<file path="config.mk">
export PLATFORM = sky130hd
export DESIGN_NAME = mem_port_arbiter_flat
export DESIGN_NICKNAME = d
export VERILOG_FILES = /design/src/rtl/mem_port_arbiter_if.sv /design/src/rtl/mem_port_arbiter.sv /design/src/flat_wrapper.sv
export SDC_FILE = /design/constraint.sdc
export NUM_CORES = 1
export LEC_CHECK = 0
export BUFFER_PORTS_ARGS = -buffer_cell sky130_fd_sc_hd__buf_2
export CORE_MARGIN = 3
export CORE_UTILIZATION = 44
export CTS_BUF_LIST = sky130_fd_sc_hd__clkbuf_4 sky130_fd_sc_hd__clkbuf_8 sky130_fd_sc_hd__clkbuf_16
export CTS_CLUSTER_DIAMETER = 30
export CTS_CLUSTER_SIZE = 8
export DETAILED_ROUTE_END_ITERATION = 12
export PLACE_DENSITY = 0.79
export SLEW_MARGIN = 10
export SYNTH_ARGS = -nofsm -noshare
export SYNTH_HDL_FRONTEND = slang
export SYNTH_SLANG_ARGS = --single-unit
export TNS_END_PERCENT = 30
</file>
<file path="constraint.sdc">
create_clock -name clk -period 9.24 [get_ports clk]
set_input_delay 1.848 -clock clk [delete_from_list [all_inputs] [get_ports clk]]
set_output_delay 1.848 -clock clk [all_outputs]
set_load 0.01 [all_outputs]
</file>
<file path="src/rtl/mem_port_arbiter_if.sv">
// Handshake bundle between the IF/DM requesters, the shared memory and the arbiter.
// The arbiter connects through the slave modport; requesters and the memory use master.
interface mem_port_arbiter_if #(
  parameter int AW = 10,
  parameter int DW = 32
);
  logic          if_req;
  logic [AW-1:0] if_addr;
  logic [DW-1:0] if_rdata;
  logic          if_ack;

  logic          dm_req;
  logic          dm_we;
  logic [AW-1:0] dm_addr;
  logic [DW-1:0] dm_wdata;
  logic [DW-1:0] dm_rdata;
  logic          dm_ack;

  logic          mem_en;
  logic          mem_we;
  logic [AW-1:0] mem_addr;
  logic [DW-1:0] mem_wdata;
  logic [DW-1:0] mem_rdata;

  logic          busy;

  modport slave (
    input  if_req, if_addr, dm_req, dm_we, dm_addr, dm_wdata, mem_rdata,
    output if_rdata, if_ack, dm_rdata, dm_ack,
           mem_en, mem_we, mem_addr, mem_wdata, busy
  );

  modport master (
    output if_req, if_addr, dm_req, dm_we, dm_addr, dm_wdata, mem_rdata,
    input  if_rdata, if_ack, dm_rdata, dm_ack,
           mem_en, mem_we, mem_addr, mem_wdata, busy
  );
endinterface

</file>
<file path="src/rtl/mem_port_arbiter.sv">
// Shares one single-port synchronous memory between instruction fetch and data
// memory requesters: round-robin grant, fixed LAT-cycle access, one-cycle ack.
module mem_port_arbiter #(
  parameter int AW  = 10,
  parameter int DW  = 32,
  parameter int LAT = 2
) (
  input  logic                 clk,
  input  logic                 rst,
  mem_port_arbiter_if.slave    bus
);

  localparam int CW = $clog2(LAT) + 1;
  localparam logic OWN_IF = 1'b0;
  localparam logic OWN_DM = 1'b1;

  typedef enum logic [1:0] {
    IDLE   = 2'd0,
    ACCESS = 2'd1,
    RESP   = 2'd2
  } state_t;

  state_t        state;
  logic [CW-1:0] cnt;
  logic          owner;
  logic          last_gnt;
  logic          any_req;
  logic          gnt_dm;

  // On a tie the requester that did not win last time takes the port.
  always_comb begin
    any_req = bus.if_req | bus.dm_req;
    gnt_dm  = bus.dm_req & (~bus.if_req | (last_gnt == OWN_IF));
  end

  always_ff @(posedge clk or posedge rst) begin
    if (rst) begin
      state         <= IDLE;
      cnt           <= '0;
      owner         <= OWN_IF;
      last_gnt      <= OWN_DM;
      bus.mem_en    <= 1'b0;
      bus.mem_we    <= 1'b0;
      bus.mem_addr  <= '0;
      bus.mem_wdata <= '0;
      bus.if_ack    <= 1'b0;
      bus.dm_ack    <= 1'b0;
      bus.if_rdata  <= '0;
      bus.dm_rdata  <= '0;
      bus.busy      <= 1'b0;
    end else begin
      bus.if_ack <= 1'b0;
      bus.dm_ack <= 1'b0;
      case (state)
        IDLE: begin
          if (any_req) begin
            owner      <= gnt_dm;
            last_gnt   <= gnt_dm;
            bus.mem_en <= 1'b1;
            bus.busy   <= 1'b1;
            cnt        <= CW'(LAT - 1);
            state      <= ACCESS;
            if (gnt_dm) begin
              bus.mem_addr  <= bus.dm_addr;
              bus.mem_wdata <= bus.dm_wdata;
              bus.mem_we    <= bus.dm_we;
            end else begin
              bus.mem_addr  <= bus.if_addr;
              bus.mem_we    <= 1'b0;
            end
          end
        end

        // Address, data and write enable stay put for all LAT cycles.
        ACCESS: begin
          if (cnt == '0) begin
            if (!bus.mem_we) begin
              if (owner == OWN_DM) bus.dm_rdata <= bus.mem_rdata;
              else                 bus.if_rdata <= bus.mem_rdata;
            end
            bus.mem_en <= 1'b0;
            bus.mem_we <= 1'b0;
            state      <= RESP;
          end else begin
            cnt <= cnt - 1'b1;
          end
        end

        RESP: begin
          if (owner == OWN_DM) bus.dm_ack <= 1'b1;
          else                 bus.if_ack <= 1'b1;
          bus.busy <= 1'b0;
          state    <= IDLE;
        end

        default: begin
          bus.mem_en <= 1'b0;
          bus.mem_we <= 1'b0;
          bus.busy   <= 1'b0;
          state      <= IDLE;
        end
      endcase
    end
  end

endmodule

</file>
<file path="src/flat_wrapper.sv">
// flat-port wrapper written by rule: the top's interface ports become plain ports
module mem_port_arbiter_flat 
#(
  parameter int AW  = 10,
  parameter int DW  = 32,
  parameter int LAT = 2
)
  (clk, rst, bus_if_req, bus_if_addr, bus_dm_req, bus_dm_we, bus_dm_addr, bus_dm_wdata, bus_mem_rdata, bus_if_rdata, bus_if_ack, bus_dm_rdata, bus_dm_ack, bus_mem_en, bus_mem_we, bus_mem_addr, bus_mem_wdata, bus_busy);
  mem_port_arbiter_if #(.AW(AW), .DW(DW)) bus_i ();
  input  logic clk;
  input  logic rst;
  input wire logic [$bits(bus_i.if_req)-1:0] bus_if_req;
  input wire logic [$bits(bus_i.if_addr)-1:0] bus_if_addr;
  input wire logic [$bits(bus_i.dm_req)-1:0] bus_dm_req;
  input wire logic [$bits(bus_i.dm_we)-1:0] bus_dm_we;
  input wire logic [$bits(bus_i.dm_addr)-1:0] bus_dm_addr;
  input wire logic [$bits(bus_i.dm_wdata)-1:0] bus_dm_wdata;
  input wire logic [$bits(bus_i.mem_rdata)-1:0] bus_mem_rdata;
  output wire logic [$bits(bus_i.if_rdata)-1:0] bus_if_rdata;
  output wire logic [$bits(bus_i.if_ack)-1:0] bus_if_ack;
  output wire logic [$bits(bus_i.dm_rdata)-1:0] bus_dm_rdata;
  output wire logic [$bits(bus_i.dm_ack)-1:0] bus_dm_ack;
  output wire logic [$bits(bus_i.mem_en)-1:0] bus_mem_en;
  output wire logic [$bits(bus_i.mem_we)-1:0] bus_mem_we;
  output wire logic [$bits(bus_i.mem_addr)-1:0] bus_mem_addr;
  output wire logic [$bits(bus_i.mem_wdata)-1:0] bus_mem_wdata;
  output wire logic [$bits(bus_i.busy)-1:0] bus_busy;
  assign bus_i.if_req = bus_if_req;
  assign bus_i.if_addr = bus_if_addr;
  assign bus_i.dm_req = bus_dm_req;
  assign bus_i.dm_we = bus_dm_we;
  assign bus_i.dm_addr = bus_dm_addr;
  assign bus_i.dm_wdata = bus_dm_wdata;
  assign bus_i.mem_rdata = bus_mem_rdata;
  assign bus_if_rdata = bus_i.if_rdata;
  assign bus_if_ack = bus_i.if_ack;
  assign bus_dm_rdata = bus_i.dm_rdata;
  assign bus_dm_ack = bus_i.dm_ack;
  assign bus_mem_en = bus_i.mem_en;
  assign bus_mem_we = bus_i.mem_we;
  assign bus_mem_addr = bus_i.mem_addr;
  assign bus_mem_wdata = bus_i.mem_wdata;
  assign bus_busy = bus_i.busy;
  mem_port_arbiter #(.AW(AW), .DW(DW), .LAT(LAT)) u_core (.clk(clk), .rst(rst), .bus(bus_i));
endmodule
</file>
==> flow_metrics.env, run 1 <==
export IMPL_run_status="completed"
export IMPL_powerDensity_mw_per_mm2=392.8
export IMPL_grt_start_max_net_pins=62
export IMPL_fin_skew_ns=0.01086
export IMPL_power_ir_vdd_worst_mv=0.2031
export IMPL_multiInputGateArea_mm2=0.001605
export IMPL_routed_via_density=4.880
export IMPL_critical_path_buf_inv_count=1
export IMPL_grt_pass1_vias=3293
export IMPL_final_setup_viol_count=0
export IMPL_regToRegStartpoint="u_core.cnt[0]"
export IMPL_finalMaxSlewViolations=0
export IMPL_die_w_um=109.5
export IMPL_post_route_period_util=0.3175
export IMPL_list_of_cells_traversed_by_the_critical_path="buf_2 > or2_0 > nand2_1 > a32o_1"
export IMPL_whs_endpoint="u_core.bus.dm_rdata[31]"
export IMPL_ys_types=30
export IMPL_cp_end_kind="flop"
export IMPL_area_growth_synth_to_final_pct=35.27
export IMPL_cts_repair_resize_count=0
export IMPL_post_cts_repair_setup_buffers=0
export IMPL_maxCapViolCount=0
export IMPL_cp_data_arrival_time_ns=3.34
export IMPL_design_power_total_mw=2.505
export IMPL_most_common_cell_after_layout_fill_and_taps_aside="buf_2"
export IMPL_antenna_cells=0
export IMPL_core_mm2=0.01037
export IMPL_min_path_type="flop to flop"
export IMPL_avgSynthCellArea_um2=16.31
export IMPL_grt_use_total=0.1777
export IMPL_postRouteAntennaNets=0
export IMPL_reg2reg_depth=6
export IMPL_crit_family="simple AND/OR/NAND/NOR gates"
export IMPL_gp_congestion=0.7341
export IMPL_timing_slew_headroom=0.2857
export IMPL_reg2reg_setup_slack_ns=7.13
export IMPL_clock_tree_root_cell="clkbuf_8"
export IMPL_placed_wire_length_estimate_mm=7.230
export IMPL_rsz0062_at_grt="no"
export IMPL_critPathMaxFanout=22
export IMPL_drive_gt1_frac=0.6621
export IMPL_synthesis_yosys_warnings=0
export IMPL_detail_route_iter0_violations=154
export IMPL_synth_fp_nets=379
export IMPL_num_vias=3133
export IMPL_clock_edge_transition_at_the_registers_on_the_reported_setup_and_hold_paths_ns=0.06
export IMPL_yosysSeqAreaShare=0.6213
export IMPL_achievable_frequency_ghz=0.3408
export IMPL_final_period_minus_worst_setup_slack_ns=2.934
export IMPL_tritoncts="yes"
export IMPL_synthesis_area_mm2=0.004715
export IMPL_clock_latency_ns=0.51
export IMPL_synthCells=289
export IMPL_drt_wirelength_per_cell_um=16.13
export IMPL_tritoncts_num_sinks=117
export IMPL_first_pass_grt_wire_length_mm=16.14
export IMPL_mostFrequentLayoutCells="buf_2, dfrtp_1, mux2_2"
export IMPL_layout_nets=583
export IMPL_place_port_buffers=199
export IMPL_die_h_um=109.5
export IMPL_finalHoldViolations=0
export IMPL_worst_r2r_endpoint="u_core.bus.if_rdata[29]"
export IMPL_worst_setup_path_class="input port to flop"
export IMPL_setup_tns_ns=0
export IMPL_cts_hold_buffers_added=0
export IMPL_die_area_mm2=0.01199
export IMPL_ios=200
export IMPL_globalRouteOverflowTotal=0
export IMPL_hold_path_startpoint="u_core.bus.dm_rdata[31]"
export IMPL_synth_ff_latch_count=117
export IMPL_fp_row_count=37
export IMPL_crit_path_top_delay_cell="or2_0"
export IMPL_num_fill_cells=816
export IMPL_routed_wl_mm=10.36
export IMPL_cts_buffers_inserted=17
export IMPL_firstDrtPassIters=4
export IMPL_sequential_cell_area_mm2=0.002929
export IMPL_startpoint_type="input port"
export IMPL_clock_path_buffers=2
export IMPL_min_path_cells=1
export IMPL_grt_antenna_before_repair=0
export IMPL_least_margin_pin_slew_ns=1.072
export IMPL_initial_utilization=0.4546
export IMPL_cts_htree_levels=4
export IMPL_drt_drc_violations_left=0
export IMPL_power_leakage_nw=3.172
export IMPL_worstPathRequired_ns=9.64
export IMPL_worst_path_largest_cell_delay_ns=0.81
==> state kept, by name (all words and copies together) (netlist names) <==
register              flops
u_core.bus.dm_rdata      32
u_core.bus.if_rdata      32
u_core.bus.mem_wdata     32
u_core.bus.mem_addr      10
u_core.cnt                2
u_core.state              2
u_core.bus.busy           1
u_core.bus.dm_ack         1
u_core.bus.if_ack         1
u_core.bus.mem_en         1
u_core.bus.mem_we         1
u_core.last_gnt           1
u_core.owner              1
==> report_power, final <==
part	switching (mW)	internal, mW	leakage, nW
sequential	0.145	0.774	1.38
clock	0.219	0.463	0.310
combinational	0.416	0.487	1.49
total	0.780	1.73	3.17
==> layout make-up <==
| class | instances | area share |
|---|---|---|
| Inverter | 5 | 0.003335 |
| Multi-Input combinational cell | 150 | 0.2517 |
| Clock inverter | 7 | 0.01805 |
| Timing Repair Buffer | 202 | 0.1597 |
| Tap cell | 136 | 0.02668 |
| Clock buffer | 25 | 0.08122 |
| Sequential cell | 117 | 0.4593 |
==> cell families after synthesis <==
group	Yosys count	share of synthesized area
compound gates	28	0.03636
fa+ha+maj	1	0.002654
buf+inv	22	0.03875
flops	117	0.6213
mux	107	0.2765
simple gates	14	0.02442
==> worst max path at each step <==
stage | start | to | slack (ns) | cells after the start
after floorplan | rst | u_core.bus.busy | 4.29 | 1
after global placement | bus_if_req | u_core.bus.mem_we | 5.82 | 4
after detailed placement | bus_if_req | u_core.bus.mem_we | 5.77 | 4
after CTS | u_core.bus.mem_we | bus_mem_we | 6.29 | 1
after global routing | bus_if_req | u_core.bus.mem_we | 6.13 | 4
final | bus_if_req | u_core.bus.mem_we | 6.31 | 4
==> cell usage after synthesis <==
cell type | instances | area share
nor2b_4 | 1 | 0.0029
ha_1 | 1 | 0.0027
a21bo_2 | 1 | 0.0021
buf_6 | 5 | 0.012
nor2_1 | 1 | 0.00080
nand2_2 | 1 | 0.0013
mux2_4 | 30 | 0.096
clkbuf_1 | 4 | 0.0032
dfstp_2 | 1 | 0.0056
buf_4 | 3 | 0.0048
mux2i_1 | 11 | 0.023
buf_12 | 3 | 0.013
mux2_1 | 4 | 0.0096
and3b_1 | 2 | 0.0037
nand2_1 | 3 | 0.0024
o2bb2ai_1 | 1 | 0.0019
a21oi_1 | 11 | 0.012
a31oi_1 | 10 | 0.013
or3b_2 | 1 | 0.0019
or2_0 | 1 | 0.0013
mux2_2 | 62 | 0.15
a32o_1 | 1 | 0.0021
dfrtp_1 | 116 | 0.62
inv_1 | 5 | 0.0040
nor3b_1 | 2 | 0.0032
buf_2 | 2 | 0.0021
nor3_4 | 1 | 0.0035
o21ai_0 | 2 | 0.0021
and4bb_4 | 1 | 0.0035
a21o_1 | 2 | 0.0032
==> metal layers <==
| layer | vias to the layer above | part of all wire | global-route usage | wire, um |
|---|---|---|---|---|
| met5 | - | 0 | 0 | 0 |
| met4 | 0 | 0.014 | 0.07569 | 144 |
| met3 | 12 | 0.081 | 0.06870 | 841 |
| met2 | 132 | 0.49 | 0.2912 | 5115 |
| met1 | 1548 | 0.41 | 0.2084 | 4257 |
| li1 | 1441 | - | - | - |
==> metrics by stage <==
stage | std cells | worst slack, ns | util | area [um^2] | hold slack [ns]
final | 642 | 6.306 | 0.6150 | 6377 | 0.4855
after global routing | 642 | 6.132 | 0.6150 | 6377 | 0.5008
after CTS | 642 | 6.292 | 0.6147 | 6375 | 0.4904
after detailed placement | 610 | 5.768 | 0.5537 | 5742 | 0.4777
after global placement | 610 | 5.823 | 0.5537 | 5742 | 0.4668
after floorplan | 289 | 4.293 | - | 4715 | 0.4561
Power figures use the tool's default switching activity.
==> inputs of run 2 (changes only) <==
==> constraint.sdc (replaced) <==
create_clock -name clk -period 2.8 [get_ports clk]
set_input_delay 0.56 -clock clk [delete_from_list [all_inputs] [get_ports clk]]
set_output_delay 0.56 -clock clk [all_outputs]
set_load 0.01 [all_outputs]
==> run 2 against run 1 <==
  * First-iteration DRC count is 7.1% higher
  * Setup slack worse by 5.5 ns
  * Combinational power grew to 3.3 times the previous value
  * Critical endpoint is now u_core.bus.dm_rdata[26]
==> flow_metrics.env, run 2 (synthesized netlist as in run 1, its figures left out) <==
export IMPL_run_status="completed"
export IMPL_detail_route_iter0_violations=165
export IMPL_power_leakage_nw=3.182
export IMPL_min_path_type="input port to asynchronous set/reset pin"
export IMPL_least_margin_pin_slew_ns=0.7756
export IMPL_layout_cell_area_non_filler_mm2=0.006384
export IMPL_globalRouteOverflowTotal=0
export IMPL_num_vias=3123
export IMPL_worstPathRequired_ns=3.17
export IMPL_antenna_cells=0
export IMPL_grt_antenna_before_repair=0
export IMPL_cts_htree_levels=4
export IMPL_postPlaceCellArea_mm2=0.005791
export IMPL_layout_nets=586
export IMPL_achievable_frequency_ghz=0.4978
export IMPL_clock_path_buffers=2
export IMPL_ios=200
export IMPL_final_setup_viol_count=0
export IMPL_routed_wl_mm=10.06
export IMPL_power_ir_vdd_worst_mv=0.6089
export IMPL_clock_latency_ns=0.49
export IMPL_die_h_um=109.5
export IMPL_routed_via_density=4.842
export IMPL_finalMaxSlewViolations=0
export IMPL_cp_end_kind="flop"
export IMPL_clock_edge_transition_at_the_registers_on_the_reported_setup_and_hold_paths_ns=0.05
export IMPL_grt_pass1_vias=3276
export IMPL_drt_wirelength_per_cell_um=15.59
export IMPL_core_mm2=0.01037
export IMPL_cp_data_arrival_time_ns=2.37
export IMPL_cts_buffers_inserted=17
export IMPL_grt_start_max_net_pins=65
export IMPL_fin_skew_ns=0.01147
export IMPL_reg2reg_depth=5
export IMPL_most_common_cell_after_layout_fill_and_taps_aside="buf_2"
export IMPL_postRouteAntennaNets=0
export IMPL_powerDensity_mw_per_mm2=1277
export IMPL_gp_congestion=0.6702
export IMPL_crit_start="u_core.cnt[0]"
export IMPL_reg2reg_setup_slack_ns=0.79
export IMPL_rsz0062_at_grt="no"
export IMPL_cts_repair_resize_count=0
export IMPL_clock_tree_root_cell="clkbuf_8"
export IMPL_cts_hold_buffers_added=0
export IMPL_mostFrequentLayoutCells="buf_2, dfrtp_1, mux2_2"
export IMPL_area_growth_synth_to_final_pct=35.40
export IMPL_tritoncts="yes"
export IMPL_fp_row_count=37
export IMPL_post_route_period_util=0.7174
export IMPL_worst_r2r_endpoint="u_core.bus.dm_rdata[26]"
export IMPL_place_port_buffers=199
export IMPL_largest_registers="u_core.bus.dm_rdata x32, u_core.bus.if_rdata x32, u_core.bus.mem_wdata x32"
export IMPL_timing_slew_headroom=0.4811
export IMPL_drt_drc_violations_left=0
export IMPL_regToRegStartpoint="u_core.cnt[0]"
export IMPL_tritoncts_num_sinks=117
export IMPL_maxCapViolCount=0
export IMPL_first_pass_grt_wire_length_mm=16.11
export IMPL_grt_use_total=0.1750
export IMPL_critPathMaxFanout=32
export IMPL_worst_setup_path_class="flop to flop"
export IMPL_drive_gt1_frac=0.6621
export IMPL_startpoint_type="flop"
export IMPL_setup_tns_ns=0
export IMPL_final_period_minus_worst_setup_slack_ns=2.009
export IMPL_firstDrtPassIters=4
export IMPL_finalHoldViolations=0
export IMPL_post_cts_repair_setup_buffers=0
export IMPL_crit_path_end="u_core.bus.dm_rdata[26]"
export IMPL_initial_utilization=0.4546
export IMPL_placed_wire_length_estimate_mm=7.189
export IMPL_die_area_mm2=0.01199
export IMPL_die_w_um=109.5
==> run 2: cell types whose count changed in the layout (fill, tap and decap cells not counted), sizes merged <==
cell      change
inv           -1
clkbuf        -3
buf           +3
clkinvlp      -1
clkinv        +5
==> run 2: through the flow <==
| stage | hold WS [ns] | std cells | util | total power, mW | worst slack (ns) |
|---|---|---|---|---|---|
| 3_3_place_gp | 0.4601 | 613 | 0.5584 | 5.958 | 0.7433 |
| 4_1_cts | 0.1590 | 645 | 0.6156 | 8.269 | 0.7355 |
| 6_report | 0.1665 | 645 | 0.6156 | 8.149 | 0.7912 |
| 2_1_floorplan | 0.4561 | 289 | - | 4.965 | 0.8134 |
| 5_1_grt | 0.1892 | 645 | 0.6156 | 8.702 | 0.6011 |
| 3_5_place_dp | 0.4679 | 613 | 0.5584 | 6.082 | 0.6904 |
==> run 2: critical path, cell delays in order (launching register included) <==
cell and delay [ns]:
dfrtp_1 0.36, inv_1 0.08, ha_1 0.24, and4bb_4 0.26
nand2_2 0.43, mux2_1 0.50
==> run 2: worst min-delay path by stage <==
stage / slack (ns) / start / endpoint / cells past startpoint
6_report: 0.17 / rst / u_core.bus.mem_wdata[17] / 2
5_1_grt: 0.19 / rst / u_core.bus.mem_wdata[20] / 2
4_1_cts: 0.16 / rst / u_core.bus.mem_wdata[5] / 2
3_5_place_dp: 0.47 / u_core.bus.mem_en / u_core.bus.mem_en / 2
3_3_place_gp: 0.46 / u_core.bus.mem_en / u_core.bus.mem_en / 2
2_1_floorplan: 0.46 / u_core.cnt[1] / u_core.cnt[1] / 1
==> run 2: layer usage <==
layer | part of all wire | wire length [um] | vias up | track usage
met3 | 0.072 | 729 | 4 | 0.06342
met2 | 0.49 | 4962 | 123 | 0.2833
met1 | 0.43 | 4301 | 1555 | 0.2220
li1 | - | - | 1441 | -
met4 | 0.0063 | 63 | 0 | 0.04898
met5 | 0 | 0 | - | 0
==> run 2: layout make-up <==
class / count / area [um^2]
Clock buffer: 22 / 464.2
Inverter: 5 / 22.52
Sequential cell: 117 / 2929
Fill cell: 837 / 3986
Clock inverter: 10 / 128.9
Multi-Input combinational cell: 150 / 1603
Tap cell: 136 / 170.2
Timing Repair Buffer: 205 / 1066
==> run 2: report_power, final <==
part / internal, mW / switching, mW
Combinational: 1.63 / 1.36
Clock: 1.42 / 0.702
Sequential: 2.56 / 0.479
Total: 5.61 / 2.54
